$ cat config.mk
export PLATFORM = sky130hd
export DESIGN_NAME = bluejay_data_rx
export DESIGN_NICKNAME = d
export VERILOG_FILES = /design/src/rtl/bluejay_data_rx.sv
export SDC_FILE = /design/constraint.sdc
export NUM_CORES = 1
export LEC_CHECK = 0
export CAP_MARGIN = 20
export CORE_UTILIZATION = 31
export CTS_BUF_LIST = sky130_fd_sc_hd__clkbuf_2 sky130_fd_sc_hd__clkbuf_4 sky130_fd_sc_hd__clkbuf_8
export CTS_CLUSTER_SIZE = 16
export DETAILED_ROUTE_END_ITERATION = 6
export PLACE_DENSITY_LB_ADDON = 0.3
export SLEW_MARGIN = 20
export SYNTH_ARGS = -nofsm -noshare
export SYNTH_HDL_FRONTEND = slang
export SYNTH_SLANG_ARGS = --single-unit
$ cat constraint.sdc
create_clock -name fpga_clk -period 1.7 [get_ports fpga_clk]
set_input_delay 0.34 -clock fpga_clk [delete_from_list [all_inputs] [get_ports fpga_clk]]
set_output_delay 0.34 -clock fpga_clk [all_outputs]
set_load 0.02 [all_outputs]
$ cat src/rtl/bluejay_data_rx.sv
// Bluejay SLM link receiver: undoes optional inversion, tracks line/frame framing and
// hands words to a downstream consumer through a 2-entry ready/valid buffer.
module bluejay_data_rx #(
  parameter int unsigned WORDS_PER_LINE  = 40,
  parameter int unsigned LINES_PER_FRAME = 1024
) (
  input  logic        fpga_clk,
  input  logic        reset_all,
  input  logic [31:0] data_i,
  input  logic        sync_i,
  input  logic        valid_i,
  input  logic        update_i,
  input  logic        invert_i,
  output logic [31:0] rx_data_o,
  output logic        rx_valid_o,
  input  logic        rx_ready_i,
  output logic        line_done_o,
  output logic        frame_done_o,
  output logic [10:0] line_count_o,
  output logic        err_len_o,
  output logic        err_sync_o,
  output logic        err_ovf_o,
  input  logic        clear_err_i
);

  localparam int unsigned WcW = (WORDS_PER_LINE > 1) ? $clog2(WORDS_PER_LINE) : 1;
  localparam logic [WcW-1:0] WcLast = WcW'(WORDS_PER_LINE - 1);
  localparam logic [10:0] LinesExp = 11'(LINES_PER_FRAME);

  typedef enum logic [0:0] {StIdle, StLine} state_e;

  state_e         state_q, state_d;
  logic [WcW-1:0] word_cnt_q, word_cnt_d, word_idx;
  logic [10:0]    line_cnt_q, line_cnt_d;
  logic           line_done_q, line_done_d;
  logic           frame_done_q, frame_done_d;
  logic           err_len_q, err_sync_q, err_ovf_q;
  logic           set_len, set_sync, set_ovf;
  logic           push, take_word;

  logic [31:0]    mem_q [2];
  logic           rd_ptr_q, wr_ptr_q;
  logic [1:0]     cnt_q, cnt_d;
  logic           pop, push_ok;
  logic [31:0]    word_in;

  // Link-side framing; update_i outranks sync_i, which outranks valid_i.
  always_comb begin
    state_d      = state_q;
    word_cnt_d   = word_cnt_q;
    line_cnt_d   = line_cnt_q;
    line_done_d  = 1'b0;
    frame_done_d = 1'b0;
    set_len      = 1'b0;
    set_sync     = 1'b0;
    take_word    = 1'b0;
    push         = 1'b0;
    word_idx     = word_cnt_q;
    if (update_i) begin
      frame_done_d = 1'b1;
      line_cnt_d   = '0;
      word_cnt_d   = '0;
      state_d      = StIdle;
      if (state_q == StLine || line_cnt_q != LinesExp) set_len = 1'b1;
    end else begin
      if (sync_i) begin
        if (state_q == StLine && word_cnt_q != '0) set_sync = 1'b1;
        state_d    = StLine;
        word_cnt_d = '0;
        word_idx   = '0;
        take_word  = valid_i;
      end else if (valid_i) begin
        if (state_q == StLine) take_word = 1'b1;
        else                   set_sync  = 1'b1;
      end
      if (take_word) begin
        push = 1'b1;
        if (word_idx == WcLast) begin
          line_done_d = 1'b1;
          if (line_cnt_q != 11'h7ff) line_cnt_d = line_cnt_q + 11'd1;
          word_cnt_d  = '0;
          state_d     = StIdle;
        end else begin
          word_cnt_d = word_idx + WcW'(1);
        end
      end
    end
  end

  assign word_in    = invert_i ? ~data_i : data_i;
  assign rx_valid_o = (cnt_q != 2'd0);
  assign pop        = rx_valid_o & rx_ready_i;
  // A full buffer still accepts a word when the head leaves in the same cycle.
  assign push_ok    = push & ((cnt_q != 2'd2) | pop);
  assign set_ovf    = push & (cnt_q == 2'd2) & ~pop;

  always_comb begin
    cnt_d = cnt_q;
    unique case ({push_ok, pop})
      2'b10:   cnt_d = cnt_q + 2'd1;
      2'b01:   cnt_d = cnt_q - 2'd1;
      default: cnt_d = cnt_q;
    endcase
  end

  always_ff @(posedge fpga_clk or negedge reset_all) begin
    if (!reset_all) begin
      state_q      <= StIdle;
      word_cnt_q   <= '0;
      line_cnt_q   <= '0;
      line_done_q  <= 1'b0;
      frame_done_q <= 1'b0;
      err_len_q    <= 1'b0;
      err_sync_q   <= 1'b0;
      err_ovf_q    <= 1'b0;
      mem_q[0]     <= '0;
      mem_q[1]     <= '0;
      rd_ptr_q     <= 1'b0;
      wr_ptr_q     <= 1'b0;
      cnt_q        <= 2'd0;
    end else begin
      state_q      <= state_d;
      word_cnt_q   <= word_cnt_d;
      line_cnt_q   <= line_cnt_d;
      line_done_q  <= line_done_d;
      frame_done_q <= frame_done_d;
      // Setting an error wins over a coincident clear.
      err_len_q    <= set_len  | (err_len_q  & ~clear_err_i);
      err_sync_q   <= set_sync | (err_sync_q & ~clear_err_i);
      err_ovf_q    <= set_ovf  | (err_ovf_q  & ~clear_err_i);
      if (push_ok) begin
        mem_q[wr_ptr_q] <= word_in;
        wr_ptr_q        <= ~wr_ptr_q;
      end
      if (pop) rd_ptr_q <= ~rd_ptr_q;
      cnt_q <= cnt_d;
    end
  end

  assign rx_data_o    = mem_q[rd_ptr_q];
  assign line_done_o  = line_done_q;
  assign frame_done_o = frame_done_q;
  assign line_count_o = line_cnt_q;
  assign err_len_o    = err_len_q;
  assign err_sync_o   = err_sync_q;
  assign err_ovf_o    = err_ovf_q;

endmodule

==> impl_metrics.ini, run 1 <==
[timing]
max_slew_margin_pct = 77.1
endpoints_failing_hold = 0
period_needed_ns = 1.89
grt_setup_unrepaired = yes
fmaxAchievable_mhz = 529
number_of_max_slew_violations_in_the_final_report = 0
hold_slack_ns = 0.329
worst_slack_ns = -0.190
finalCritPeriodShare_pct = 111
final.setup_skew_ns = 0.0178
timing_worst_slew_pin_value_ns = 0.340
setup_viol = 87

[synthesis]
synth_cells = 356
ys_ff_latch = 91
postSynth.topFlopCell = dfrtp_1
synthesized_cell_area_mm2 = 0.00456
ys.warnings.count = 0
avgSynthCellArea_um2 = 12.8
synthesized_netlist_net_count = 400
ys_seq_area_share_pct = 49.9
share_of_async_settable_or_async_resettable_flops_after_synthesis_pct = 100
synth_edf_count = 0
synth_cell_type_count = 43

[critical_path]
worstPathMaxFanout = 6
worstSetupEndpointType = primary output
r2r_depth = 6
cp_common_cell = buf_6
timing.rr.start = word_cnt_q[1]
worst-path-stages = 4
cp-startpoint = rd_ptr_q
cp-endpoint = rx_data_o[0]
critical_path.n_buffers_inverters = 3
rr_endpoint = line_count_o[5]
cp.arrival_ns = 1.55
slowest_delay_ns = 0.43
critical-path-slowest-cell = dfrtp_2
critical_path.top_delay_family = flip-flops
start_kind = register
critPathKind = reg2out
regToRegSetupSlack_ns = -0.04
data_required_time_of_the_critical_path_ns = 1.36
crit_path_cell_trace = buf_6 -> clkbuf_16 -> mux2_2 -> buf_6

[route]
drt-pass1-iter-count = 4
detailroute.via_count = 3277
drc = 0
routed_wire_length_per_instance_um = 18.4
drt-total-wl_um = 12400
routed_via_density = 4.85
antenna_violating_nets_post_route = 0
drt_iter0_drc = 134

[placed_design]
placedCellCount = 639
gpl.final_weighted_congestion = 0.862
dp.final_hpwl_um = 6900
place.port_buffers = 88

[clocking]
cts.sinks = 91
clock_latency_on_the_worst_skew_pair_ns = 0.37
ctsLongestPathBuffers = 2
cts_made_buffers = 9
h-tree-depth = 3
clock-root-buffer = clkbuf_8
tritoncts = built
clk_pin_slew_worst_paths_ns = 0.09

[power]
ir_drop_mv = 0.457
leakagePower_nw = 3.07
power_density_mw_per_mm2 = 1520

[grt]
grt_usage_pct = 15.1
number_of_antenna_violations_at_the_first_check_in_global_routing = 0
grt_pass1_vias = 3388
grt_max_degree = 45
gr-total-overflow = 0
grt_first_pass_wirelength_um = 17300

[status]
outcome = finished with violations
violations_in_the_final_reports = setup timing

[floorplanning]
placement_rows = 43
io_pins = 89
start_util_pct = 32.4
die_width_um = 123
design.die.area_mm2 = 0.0152
fp.dieH_um = 123
core_region_area_mm2 = 0.0141

[min_path]
tightest_hold_check_type = in2reg

[final_layout]
drive_gt1_share_pct = 47.9
finish.net_count = 534
finalNonFillerCells = 675
areaGrowthSynthToFinish_pct = 49.1
antenna_cells_inserted = 0

[job]
maxCapViolCount = 0
## power breakdown
| group | internal (W) | switching [W] | total, W |
|---|---|---|---|
| Combinational | 0.00326 | 0.00219 | 0.00545 |
| Sequential | 0.00300 | 0.000487 | 0.00349 |
| Clock | 0.000647 | 0.000766 | 0.00141 |
| Total | 0.00690 | 0.00344 | 0.0103 |
## registers in the layout, indices dropped and copies added, names as in the netlist
register	flops
rd_ptr_q	1
cnt_q	2
err_sync_o	1
wr_ptr_q	1
state_q	1
err_ovf_o	1
word_cnt_q	6
err_len_o	1
line_count_o	11
line_done_o	1
mem_q	64
frame_done_o	1
## layout make-up
type | count | area, um^2
clock buffers | 12 | 165
clock inverters | 4 | 23.8
fillers | 1266 | 7300
inverters | 8 | 32.5
multi-input cells | 238 | 2570
flip-flops and latches | 91 | 2290
well taps | 180 | 225
repair buffers | 142 | 1500
## how the worst min path moves through the flow
stage	slack [ns]	end	cells after the start	start
2_1_floorplan	0.04	cnt_q[0]	0	reset_all
5_1_grt	0.32	word_cnt_q[5]	3	sync_i
4_1_cts	0.38	mem_q[32]	2	reset_all
6_report	0.33	word_cnt_q[5]	3	sync_i
3_5_place_dp	0.23	mem_q[19]	1	reset_all
3_3_place_gp	0.23	mem_q[51]	1	reset_all
## logic make-up (layout without fill, tap and decap cells)
kind of cell / count (synthesis) / after routing / share of synthesized area [%]
DFF: 91 / 91 / 49.9
AOI/OAI and AO/OA: 25 / 25 / 3.48
and+or+nand+nor: 67 / 68 / 9.27
adders and majority gates: 4 / 4 / 1.10
xor gates and xnor gates: 42 / 42 / 8.07
buffers and inverters: 28 / 166 / 3.70
muxes: 99 / 99 / 24.4
## worst min-delay path: stages
cell and delay, ns:
clkbuf_2 0.16, buf_4 0.12, nor4_1 0.04
## repair_timing
action | in CTS | in global routing
setup buffers | 3 | 8
resized for setup | 133 | 175
pin swaps | 7 | 12
gates cloned | 0 | 9
endpoints found under the hold margin | 14 | 0
endpoints found under the setup margin | 125 | 97
hold buffers | 1 | 0
## cells in the final DEF (no fill, tap or decap), types with 8 or more instances in the layout
cell type | synthesis | layout
clkbuf_8 | 0 | 12
clkdlybuf4s50_1 | 0 | 37
buf_12 | 0 | 9
mux2_4 | 0 | 80
dlygate4sd2_1 | 0 | 14
nand3_1 | 9 | 9
buf_6 | 8 | 32
nor2_1 | 9 | 9
buf_4 | 0 | 29
mux2_2 | 32 | 14
dfrtp_2 | 0 | 8
dfrtp_1 | 91 | 83
xor2_1 | 35 | 35
## through the flow
stage	util (%)	instance area (um^2)	TNS [ns]	setup WS, ns	total power (W)
finish	48.2	6800	-5.28	-0.190	0.0103
CTS	42.9	6040	-6.85	-0.344	0.00867
floorplan	-	4640	-0.328	-0.0924	0.00582
detailed placement	42.0	5920	-46.56	-0.630	0.00765
global placement	42.0	5920	-43.78	-0.583	0.00753
global route	48.2	6800	-9.39	-0.250	0.0110
## cell usage after synthesis (all sizes together), types with 2 or more instances
cell type | number | share of area [%]
inv | 8 | 0.66
o21ai | 5 | 0.55
mux2 | 99 | 24
o31ai | 4 | 0.66
buf | 12 | 2.4
nand3 | 10 | 1.4
nand4 | 3 | 0.41
and2 | 3 | 0.41
nor3 | 6 | 0.66
or4 | 5 | 0.82
nor4 | 5 | 0.69
nand2b | 2 | 0.27
a21oi | 9 | 0.99
nand2 | 8 | 0.71
and4 | 3 | 0.69
xor2 | 35 | 6.7
dfrtp | 91 | 50
nor2b | 5 | 0.69
nor4b | 2 | 0.71
clkbuf | 8 | 0.66
xnor2 | 7 | 1.3
nor2 | 11 | 1.2
ha | 4 | 1.1
## metal layers
layer | vias to the layer above | routed length [um] | track usage, %
met5 | - | 0 | 0
met4 | 0 | 180 | 6.02
met3 | 14 | 536 | 3.69
met2 | 86 | 5900 | 23.5
met1 | 1657 | 5780 | 20.0
li1 | 1520 | - | -
Note: power is estimated with default switching activity, not from simulation.
==> inputs of run 2 (changes only) <==
- GPL_TIMING_DRIVEN: unset -> 0
==> impl_metrics.ini, run 2 (synthesized netlist as in run 1, its figures left out) <==
[status]
outcome = finished with violations
violations_in_the_final_reports = setup timing

[min_path]
tightest_hold_check_type = in2reg

[route]
drt-total-wl_um = 12600
antenna_violating_nets_post_route = 0
routed_via_density = 4.87
drt_iter0_drc = 118
drc = 0
detailroute.via_count = 3353
routed_wire_length_per_instance_um = 18.2
drt-pass1-iter-count = 4

[final_layout]
largest_register_ffs = 64
layout_common_cells = mux2_4 (85), dfrtp_1 (80), buf_6 (38)
layout_commonest_cell = mux2_4
area.sequential_mm2 = 0.00229
antenna_cells_inserted = 0
postLayoutCoreUtil_pct = 50.8
finish.net_count = 548
max_flop_register = mem_q
fillerInstances = 1246
areaGrowthSynthToFinish_pct = 56.9
multi_input_area_mm2 = 0.00262
design_area_mm2 = 0.00716
drive_gt1_share_pct = 51.3
finalNonFillerCells = 689

[floorplanning]
io_pins = 89
start_util_pct = 32.4
die_width_um = 123
fp.dieH_um = 123
design.die.area_mm2 = 0.0152
placement_rows = 43
core_region_area_mm2 = 0.0141

[timing]
setup_total_negative_slack_ns = -6.77
period_needed_ns = 1.91
number_of_max_slew_violations_in_the_final_report = 0
worst_slack_ns = -0.209
setup_viol = 64
fmaxAchievable_mhz = 524
endpoints_failing_hold = 0
timing_worst_slew_pin_value_ns = 0.796
grt_setup_unrepaired = yes
max_slew_margin_pct = 46.9
final.setup_skew_ns = 0.00920
finalCritPeriodShare_pct = 112

[clocking]
clock-root-buffer = clkbuf_8
cts.sinks = 91
clk_pin_slew_worst_paths_ns = 0.09
h-tree-depth = 3
ctsLongestPathBuffers = 2
clock_latency_on_the_worst_skew_pair_ns = 0.39
cts_made_buffers = 9
tritoncts = built

[placed_design]
preCtsSetupSlack_ns = -0.916
placed_area_mm2 = 0.00576
place.port_buffers = 87
gpl.final_weighted_congestion = 0.793
dp.final_hpwl_um = 7190
placedCellCount = 624

[grt]
gr-total-overflow = 0
number_of_antenna_violations_at_the_first_check_in_global_routing = 0
grt_max_degree = 78
grt_first_pass_wirelength_um = 18100
grt_pass1_vias = 3546
grt_usage_pct = 15.9

[critical_path]
slowest_delay_ns = 0.42
cp.arrival_ns = 1.57
start_kind = register
critPathKind = reg2out
crit_path_cell_trace = buf_12 -> clkbuf_16 -> mux2_4 -> buf_6
worstSetupEndpointType = primary output
data_required_time_of_the_critical_path_ns = 1.36
critical-path-slowest-cell = dfrtp_2
worstPathMaxFanout = 8

[job]
maxCapViolCount = 0

[power]
power_density_mw_per_mm2 = 1580
leakagePower_nw = 3.24
ir_drop_mv = 1.02
## run 2: path summary, 6_finish.rpt
check	startpoint	end	slack [ns]	cells past startpoint
worst min register to register	mem_q[54]	mem_q[54]	0.51	1
worst max register to register	word_cnt_q[1]	line_count_o[5]	-0.11	7
worst min-delay path	update_i	frame_done_o	0.23	1
worst max-delay path	rd_ptr_q	rx_data_o[19]	-0.21	4
max in group asynchronous	reset_all	line_count_o[8]	0.71	3
min in group asynchronous	reset_all	mem_q[23]	0.34	2
## run 2: routing by layer
metal	global-route usage [%]	part of all wire, %	vias up
li1	-	-	1553
met1	18.9	45	1712
met5	0	0	-
met3	5.07	4.8	12
met4	3.92	1.0	0
met2	27.9	49	76
## run 2: report_power, final
part | switching [W] | total [W] | internal (W)
Combinational | 0.00230 | 0.00601 | 0.00371
Sequential | 0.000476 | 0.00348 | 0.00300
Clock | 0.000843 | 0.00183 | 0.000986
Total | 0.00362 | 0.0113 | 0.00769
## run 2: final cells by class
class | instances | area share [%]
Sequential cell | 91 | 32.0
Clock buffer | 9 | 1.73
Multi-Input combinational cell | 237 | 36.7
Inverter | 8 | 0.455
Buffer | 18 | 3.53
Tap cell | 180 | 3.15
Timing Repair Buffer | 139 | 20.8
Clock inverter | 7 | 1.71
## run 2: stage by stage
step | hold slack (ns) | total power [W]
after floorplan | 0.0444 | 0.00582
after global placement | 0.461 | 0.00745
after detailed placement | 0.176 | 0.00761
after CTS | 0.323 | 0.0101
after global routing | 0.217 | 0.0120
final | 0.232 | 0.0113
## run 2: worst max-delay path: cells and delay by family (launching register included)
kind                   cells  cell delay, ns
buffers and inverters      3            0.45
flip-flops                 1            0.42
multiplexers               1            0.31
## run 2: timing repair
item                                   4_1_cts  5_1_grt
hold buffers                                 1        0
setup buffers                               19       23
endpoints found under the hold margin       14        0
pin swaps                                   13       19
cloned                                       3        6
resized for setup                          240      127
setup endpoints to repair                  127      110
==> inputs of run 3 (changes only) <==
- PLACE_DENSITY_LB_ADDON: 0.3 -> unset
==> impl_metrics.ini, run 3 (synthesized netlist as in run 1, its figures left out) <==
[route]
detailroute.via_count = 3274
drc = 0
routed_via_density = 4.84
antenna_violating_nets_post_route = 0
drt-total-wl_um = 11800
drt-pass1-iter-count = 5
drt_iter0_drc = 145
routed_wire_length_per_instance_um = 17.5

[timing]
timing_worst_slew_pin_value_ns = 0.808
period_needed_ns = 1.93
setup_viol = 55
fmaxAchievable_mhz = 518
max_slew_margin_pct = 46.1
worst_slack_ns = -0.231
finalCritPeriodShare_pct = 114
final.setup_skew_ns = 0.0166
hold_slack_ns = 0.230
endpoints_failing_hold = 0
setup_total_negative_slack_ns = -6.93
grt_setup_unrepaired = yes
number_of_max_slew_violations_in_the_final_report = 0

[critical_path]
data_required_time_of_the_critical_path_ns = 1.36
regToRegSetupSlack_ns = -0.07
critPathKind = reg2out
cp-endpoint = rx_data_o[15]
timing.rr.start = word_cnt_q[1]
start_kind = register
cp.arrival_ns = 1.59
worstPathMaxFanout = 5
r2r_depth = 7
worstSetupEndpointType = primary output
rr_endpoint = line_count_o[7]
cp-startpoint = rd_ptr_q

[clocking]
clk_pin_slew_worst_paths_ns = 0.09
clock-root-buffer = clkbuf_8
tritoncts = built
h-tree-depth = 3
cts.sinks = 91
cts_made_buffers = 9
ctsLongestPathBuffers = 2
clock_latency_on_the_worst_skew_pair_ns = 0.39

[final_layout]
areaGrowthSynthToFinish_pct = 48.5
max_flop_register = mem_q
postLayoutCoreUtil_pct = 48.0
fillerInstances = 1271
layout_commonest_cell = dfrtp_1
drive_gt1_share_pct = 42.1
finish.net_count = 535
largest_register_ffs = 64
layout_common_cells = dfrtp_1 (82), mux2_4 (55), xor2_1 (35)
antenna_cells_inserted = 0

[placed_design]
gpl.final_weighted_congestion = 0.795
dp.final_hpwl_um = 7090
place.port_buffers = 87

[grt]
gr-total-overflow = 0
grt_max_degree = 61
grt_first_pass_wirelength_um = 18000
grt_usage_pct = 15.9
grt_pass1_vias = 3414
number_of_antenna_violations_at_the_first_check_in_global_routing = 0

[floorplanning]
start_util_pct = 32.4
core_region_area_mm2 = 0.0141
die_width_um = 123
fp.dieH_um = 123
design.die.area_mm2 = 0.0152
placement_rows = 43
io_pins = 89

[power]
ir_drop_mv = 0.570
leakagePower_nw = 3.04
power_density_mw_per_mm2 = 1560
totalPowerFinal_w = 0.0106

[status]
violations_in_the_final_reports = setup timing
outcome = finished with violations

[min_path]
tightest_hold_check_type = in2reg

[job]
maxCapViolCount = 0
## run 3: cell count changes in the layout (fill, tap and decap cells not counted), sizes merged
cell,previous run,this run
buf,87,80
clkbuf,25,20
bufinv,3,2
clkinvlp,2,1
inv,10,11
## run 3: area by class of cell
cell class,instances,area (um^2),share of cell area (%)
buffer,18,235,3.47
clock buffer,10,138,2.03
clock inverter,6,93.8,1.39
inverter,8,32.5,0.480
multi-input combinational,237,2480,36.7
sequential,91,2290,33.8
tap,180,225,3.33
timing repair buffer,126,1270,18.8
## run 3: timing repair
action                                 in CTS  in global routing
hold buffers                                1                  0
endpoints found under the hold margin      31                  0
pin swaps                                  11                 12
gates resized for setup                   240                 77
setup endpoints to repair                 124                106
gates cloned                                4                  2
setup buffers                              22                 11
## run 3: report_power, final
group / total, W / switching, W / internal (W) / leakage (nW)
registers: 0.00345 / 0.000453 / 0.00300 / 1.11
logic: 0.00540 / 0.00221 / 0.00319 / 1.82
clock network: 0.00174 / 0.000853 / 0.000884 / 0.114
## run 3: stage by stage
step	cells	cell area (um^2)	setup slack, ns
after detailed placement	624	5760	-0.898
after CTS	665	6370	-0.260
after floorplan	356	4640	-0.0924
final	676	6770	-0.231
after global placement	623	5730	-3.40
after global routing	676	6770	-0.283
## run 3: worst min path at each step
stage / startpoint / to / slack [ns] / cells past startpoint
after detailed placement: reset_all / mem_q[12] / 0.25 / 1
after CTS: sync_i / word_cnt_q[5] / 0.39 / 3
after global routing: update_i / frame_done_o / 0.23 / 1
final: update_i / frame_done_o / 0.23 / 1
after floorplan: reset_all / cnt_q[0] / 0.04 / 0
after global placement: mem_q[16] / mem_q[16] / 0.46 / 1
## run 3: worst max-delay path: stages, from the launching register on
cell and delay (ns):
dfrtp_2 0.45, buf_8 0.16, clkbuf_16 0.16, mux2_4 0.30, buf_6 0.13
## run 3: layer usage
metal  part of all wire [%]  GRT usage [%]  wire [um]  up-vias
li1                       -              -          -     1528
met1                     45           19.8       5270     1661
met2                     49           26.2       5770       75
met3                    5.9           5.77        698       10
met4                   0.84           3.61         99        0
met5                      0              0          0        -
==> edit 1, RTL diff (flow settings as in run 3) <==
The parameter `WORDS_PER_LINE` goes from 40 to 80.
--- a/src/rtl/bluejay_data_rx.sv
+++ b/src/rtl/bluejay_data_rx.sv
@@ -3,3 +3,3 @@
 module bluejay_data_rx #(
-  parameter int unsigned WORDS_PER_LINE  = 40,
+  parameter int unsigned WORDS_PER_LINE  = 80,
   parameter int unsigned LINES_PER_FRAME = 1024
Check against the original RTL: no difference found for any inputs over 4 cycles, from zero or initial values and one cycle with reset_all low; that may be too few to reach the edited logic, so the function may still have changed.
==> edit 1 against run 3 <==
- the run still ends with negative setup slack left
- wire length up 3.3%
- count of clock-buffer cells in the layout up 5
- critical path depth unchanged
- cell area up 5.5%
- area after synthesis up 0.14%
- setup slack better by 0.037 ns
- sequential cell count up 1
- utilization up 2.4 points
- register-to-register slack worse by 0.07 ns
- largest cell class unchanged
- final cell count up 2.7%
- total power down 0.96%
- sequential share of layout area down 1.4 points
==> edit 1: results (changes against run 3) <==
| Metric | Value |
|---|---|
| Relative slew slack | 43.5% (-2.6 points) |
| Nets | 553 (+3.4%) |
| Status | finished with violations |
| Compound-gate portion of the synthesized area | 3.62% (+0.13 points) |
| Post-synth net total | 409 (+2.3%) |
| Vias | 3392 (+3.6%) |
| DRT iter0 DRCs | 81 (-44%) |
| Max clock buf depth | 2 (unchanged) |
| First-pass GRT wire length | 17800 um (-0.88%) |
| Fin. Hold Viols | 0 (unchanged) |
| Final worst setup slack | -0.194 ns (+0.0369 ns) |
| Post-synth top cells | 92 x dfrtp_1, 67 x mux2_1, 35 x xor2_1, 32 x mux2_2, 11 x nand2_1 |
| Arrival @ worst endpoint | 1.55 ns (-0.04 ns) |
| Leakage | 3.17 nW (+4.3%) |
| Post-synth cell types | 46 (+7.0%) |
| Drt wl/cell | 17.6 um (+0.63%) |
| Crit-path max FO | 5 (unchanged) |
| HPWL Detailed | 7180 um (+1.4%) |
| Final setup viols | 103 (+87%) |
| Largest net degree at the start of global routing | 63 (+3.3%) |
| Synthesis warning total | 0 (unchanged) |
| Adder-cell share of the synthesized area | 1.10% (-0.0015 points) |
| Syn Inst Count | 365 (+2.5%) |
| Final GP Congestion | 0.813 (+2.2%) |
| Share of cells above drive strength 1 | 52.5% (+10 points) |
| Worst Clk Skew | 0.00857 ns (-0.00802 ns) |
| Ant. Diodes | 0 (unchanged) |
| Setup TNS | -7.12 ns (-0.191 ns) |
| Sequential area share after synthesis | 50.4% (+0.48 points) |
| Worst Hold Class | primary input to flip-flop |
| Clock insertion delay at the later pin of the skew report | 0.36 ns (-0.03 ns) |
| Failing checks | negative setup slack |
| Top post-synthesis cells by area | dfrtp_1 50%, mux2_1 17%, mux2_2 7.9% |
| Placed cells | 633 (+1.4%) |
| GRT Overall Usage | 15.4% (-0.45 points) |
| Synth Area in XOR/XNOR | 8.05% (-0.011 points) |
| Drt pass-1 iters | 4 (-1) |
| Worst vdd ir | 672 uV (+18%) |
| Via/cell ratio | 4.89 (+0.92%) |
| Vias in the first global route | 3459 (+1.3%) |
| Max reg flops | 64 (unchanged) |
| Mux cell area share after synthesis | 24.4% (-0.033 points) |
| CTS root buf | clkbuf_8 |
| Crit path max-delay cell type | dfrtp_2 |
==> edit 1: power breakdown <==
| group | total [mW] | internal (mW) | switching, mW |
|---|---|---|---|
| combinational | 5.59 | 3.37 | 2.22 |
| sequential | 3.47 | 3.02 | 0.452 |
| clock | 1.42 | 0.657 | 0.767 |
==> edit 1: per-stage QoR <==
step / instance area, um^2 / setup slack [ns]
3_3_place_gp: 5740 / -3.46
6_report: 7140 / -0.194
4_1_cts: 6350 / -0.215
3_5_place_dp: 5770 / -0.855
2_1_floorplan: 4640 / -0.108
5_1_grt: 7140 / -0.236
==> edit 1: routing by layer <==
metal | wire, um | vias to the layer above | track usage, %
met5 | 0 | - | 0
met4 | 186 | 0 | 5.65
met3 | 508 | 15 | 2.91
met2 | 5710 | 76 | 24.8
met1 | 5830 | 1718 | 20.7
li1 | - | 1583 | -
==> edit 1: layout make-up <==
| class | count | area, um^2 |
|---|---|---|
| Fill cell | 1215 | 7010 |
| Sequential cell | 92 | 2310 |
| Clock inverter | 1 | 7.51 |
| Tap cell | 180 | 225 |
| Inverter | 9 | 40.0 |
| Multi-Input combinational cell | 245 | 2740 |
| Timing Repair Buffer | 136 | 1460 |
| Clock buffer | 15 | 175 |
| Buffer | 16 | 183 |
==> edit 1: final timing paths <==
path	from	to	slack, ns	cells after the start
min in group asynchronous	reset_all	mem_q[16]	0.42	2
hold / removal	sync_i	word_cnt_q[6]	0.37	3
setup / recovery	rd_ptr_q	rx_data_o[2]	-0.19	4
hold reg to reg	cnt_q[1]	cnt_q[1]	0.49	1
max in group asynchronous	reset_all	state_q	0.65	3
setup reg to reg	line_count_o[9]	line_count_o[2]	-0.14	5
==> edit 1: logic make-up (layout without fill, tap and decap cells) <==
group,count (synthesis),after routing
flip-flops,92,92
AND/OR/NAND/NOR,75,75
AO/OA/AOI/OAI,25,25
buffers and inverters,28,177
adder cells (fa/ha/maj),4,4
XOR/XNOR,42,42
multiplexers,99,99
==> edit 1: worst max-delay path: cells and delay by family, from the launching register on <==
kind	cells	cell delay, ns
muxes	1	0.31
buffers and inverters	3	0.42
DFF	1	0.45
==> edit 1: timing repair <==
action                                  in CTS  in global routing
hold endpoints to repair                    30                  0
pin swaps                                    8                 19
endpoints found under the setup margin     130                114
hold buffers                                 1                  0
resized for setup                          268                124
gates cloned                                 2                  6
buffers inserted                            18                 21
==> edit 2, RTL diff (settings of run 3) <==
Made on the original files. Put one more register stage on the output `line_count_o`, cleared by the reset. The value now appears one clock later. The other outputs are not delayed to match.
--- a/src/rtl/bluejay_data_rx.sv
+++ b/src/rtl/bluejay_data_rx.sv
@@ -142,3 +142,9 @@
   assign frame_done_o = frame_done_q;
-  assign line_count_o = line_cnt_q;
+  always_ff @(posedge fpga_clk or negedge reset_all) begin
+    if (!reset_all) begin
+      line_count_o <= '0;
+    end else begin
+      line_count_o <= line_cnt_q;
+    end
+  end
   assign err_len_o    = err_len_q;
Check against the original RTL: same outputs for any inputs over 4 cycles, from zero or initial values and one cycle with reset_all low; that may be too few to reach the edited logic, so the function may still have changed.
==> edit 2 against run 3 <==
- area after synthesis up 5.2%
- setup slack better by 0.047 ns
- clock skew down 0.0065 ns
- wire length down 4.5%
- sequential cell count up 11
- hold slack better by 0.13 ns
- cell area up 3.5%
- total power up 0.11%
- largest power group unchanged
- critical endpoint is now rx_data_o[16]
- the run still ends with negative setup slack left
==> edit 2: results (changes against run 3) <==
| Metric | Value |
|---|---|
| Status | finished with violations |
| Failing checks | negative setup slack |
| Worst Clk Skew | 0.0101 ns (-0.00649 ns) |
| Relative slew slack | 46.3% (+0.22 points) |
| Crit-path max FO | 7 (+2) |
| Via/cell ratio | 4.79 (-1.1%) |
| Final worst setup slack | -0.184 ns (+0.0469 ns) |
| Top post-synthesis cells by area | dfrtp_1 53%, mux2_2 22%, xor2_1 6.4% |
| Worst Hold Class | primary input to flip-flop |
| Drt pass-1 iters | 4 (-1) |
| DRT iter0 DRCs | 116 (-20%) |
| Vias in the first global route | 3414 (unchanged) |
| Cell Area, Placed | 5980 um^2 (+3.8%) |
| # H-tree levels | 3 (unchanged) |
| Crit path max-delay cell type | dfrtp_2 |
| Minimum hold slack | 0.357 ns (+0.126 ns) |
| Met3 routed WL | 443 um (-37%) |
| Async S/R FF share, synth | 100% (unchanged) |
| Drt wl/cell | 16.3 um (-7.2%) |
| GRT Overall Usage | 14.4% (-1.5 points) |
| DP Worst Slack | -0.901 ns (-0.00336 ns) |
| HPWL Detailed | 7020 um (-0.96%) |
| Routed wl met2 | 5520 um (-4.3%) |
| Slowest stage delay, CP | 0.42 ns (-0.03 ns) |
| First-pass GRT wire length | 17700 um (-1.6%) |
| Nets | 549 (+2.6%) |
| Sequential area share after synthesis | 53.2% (+3.3 points) |
| Setup TNS | -5.83 ns (+1.10 ns) |
| Worst vdd ir | 632 uV (+11%) |
| Min-Delay Endpoint | rd_ptr_q |
| Vias | 3334 (+1.8%) |
| Reg2reg end | line_cnt_q[3] |
| Hold Startpoint | rx_ready_i |
| Reg2reg setup slack | -0.09 ns (-0.02 ns) |
| Placed cells | 647 (+3.7%) |
| Post-synth top cells | 102 x dfrtp_1, 94 x mux2_2, 35 x xor2_1, 14 x nand2_1, 12 x a21oi_1 |
| Clock insertion delay at the later pin of the skew report | 0.37 ns (-0.02 ns) |
| Post-synth net total | 415 (+3.8%) |
| Largest net degree at the start of global routing | 77 (+26%) |
| Arrival @ worst endpoint | 1.54 ns (-0.05 ns) |
| Hold Crit Depth | 3 (+2) |
| Final setup viols | 39 (-29%) |
| Syn_area_per_cell | 12.9 um^2 (+0.91%) |
| R2R cell count | 5 (-2) |
| Met1 Wirelength | 5250 um (-0.38%) |
| Largest regs | mem_q x64, line_cnt_q x11, line_count_o x11 |
| Share of cells above drive strength 1 | 47.4% (+5.3 points) |
| R2R Path Start | word_cnt_q[4] |
| Final GP Congestion | 0.832 (+4.7%) |
| Buffers on Ports | 87 (unchanged) |
| Clk pin slew, worst setup/hold paths | 0.09 ns (about the same) |
| Post-synth cell types | 42 (-2.3%) |
| Leakage | 3.16 nW (+3.8%) |
-- edit 2: cell types whose count changed in the layout (fill, tap and decap cells not counted), moves of 7 or more --
cell	run 3	this run
buf_6	32	39
buf_2	9	2
mux2_4	55	25
dfrtp_1	82	96
mux2_2	11	71
dlygate4sd2_1	16	6
mux2_1	33	2
-- edit 2: area by class of cell --
cell class              count  area, um^2
fillers                  1411        8140
flip-flops and latches    102        2560
multi-input cells         241        2390
repair buffers            124        1370
plain buffers              18         244
well taps                 188         235
clock buffers              10         131
clock inverters             4        50.0
inverters                   9        36.3
-- edit 2: report_power, final --
group | leakage, nW | total, mW | switching, mW | internal, mW
combinational | 1.80 | 5.44 | 2.17 | 3.28
sequential | 1.27 | 3.67 | 0.410 | 3.26
clock | 0.0876 | 1.49 | 0.808 | 0.679
total | 3.16 | 10.6 | 3.38 | 7.21
-- edit 2: worst max-delay path, delay by kind of cell (launching register included) --
kind,cells,cell delay [ns]
buffers and inverters,3,0.44
DFF,1,0.42
muxes,1,0.30
-- edit 2: what timing repair did --
action	4_1_cts	5_1_grt
setup endpoints to repair	120	114
resized for setup	253	65
cloned	3	3
pin swaps	5	11
endpoints found under the hold margin	26	0
hold buffers	1	0
buffers inserted	14	15
-- edit 2: logic make-up after synthesis --
group / count (synthesis) / share of synthesized area [%]
flip-flops: 102 / 53.2
AND/OR/NAND/NOR: 71 / 8.74
XOR/XNOR: 41 / 7.49
multiplexers: 98 / 23.0
adder cells (fa/ha/maj): 4 / 1.04
buffers and inverters: 28 / 3.05
AO/OA/AOI/OAI: 27 / 3.44
-- edit 2: worst max-delay path by stage --
stage / start / end / cells after the start
floorplan: sync_i / line_cnt_q[6] / 9
global placement: reset_all / line_cnt_q[2] / 1
detailed placement: sync_i / mem_q[45] / 7
CTS: rd_ptr_q / rx_data_o[11] / 4
global route: rd_ptr_q / rx_data_o[16] / 4
finish: rd_ptr_q / rx_data_o[16] / 4
-- edit 2: metal layers --
layer | vias to the layer above | track usage, %
met5 | - | 0
met4 | 0 | 3.61
met3 | 7 | 4.05
met2 | 74 | 23.3
met1 | 1682 | 19.2
li1 | 1571 | -
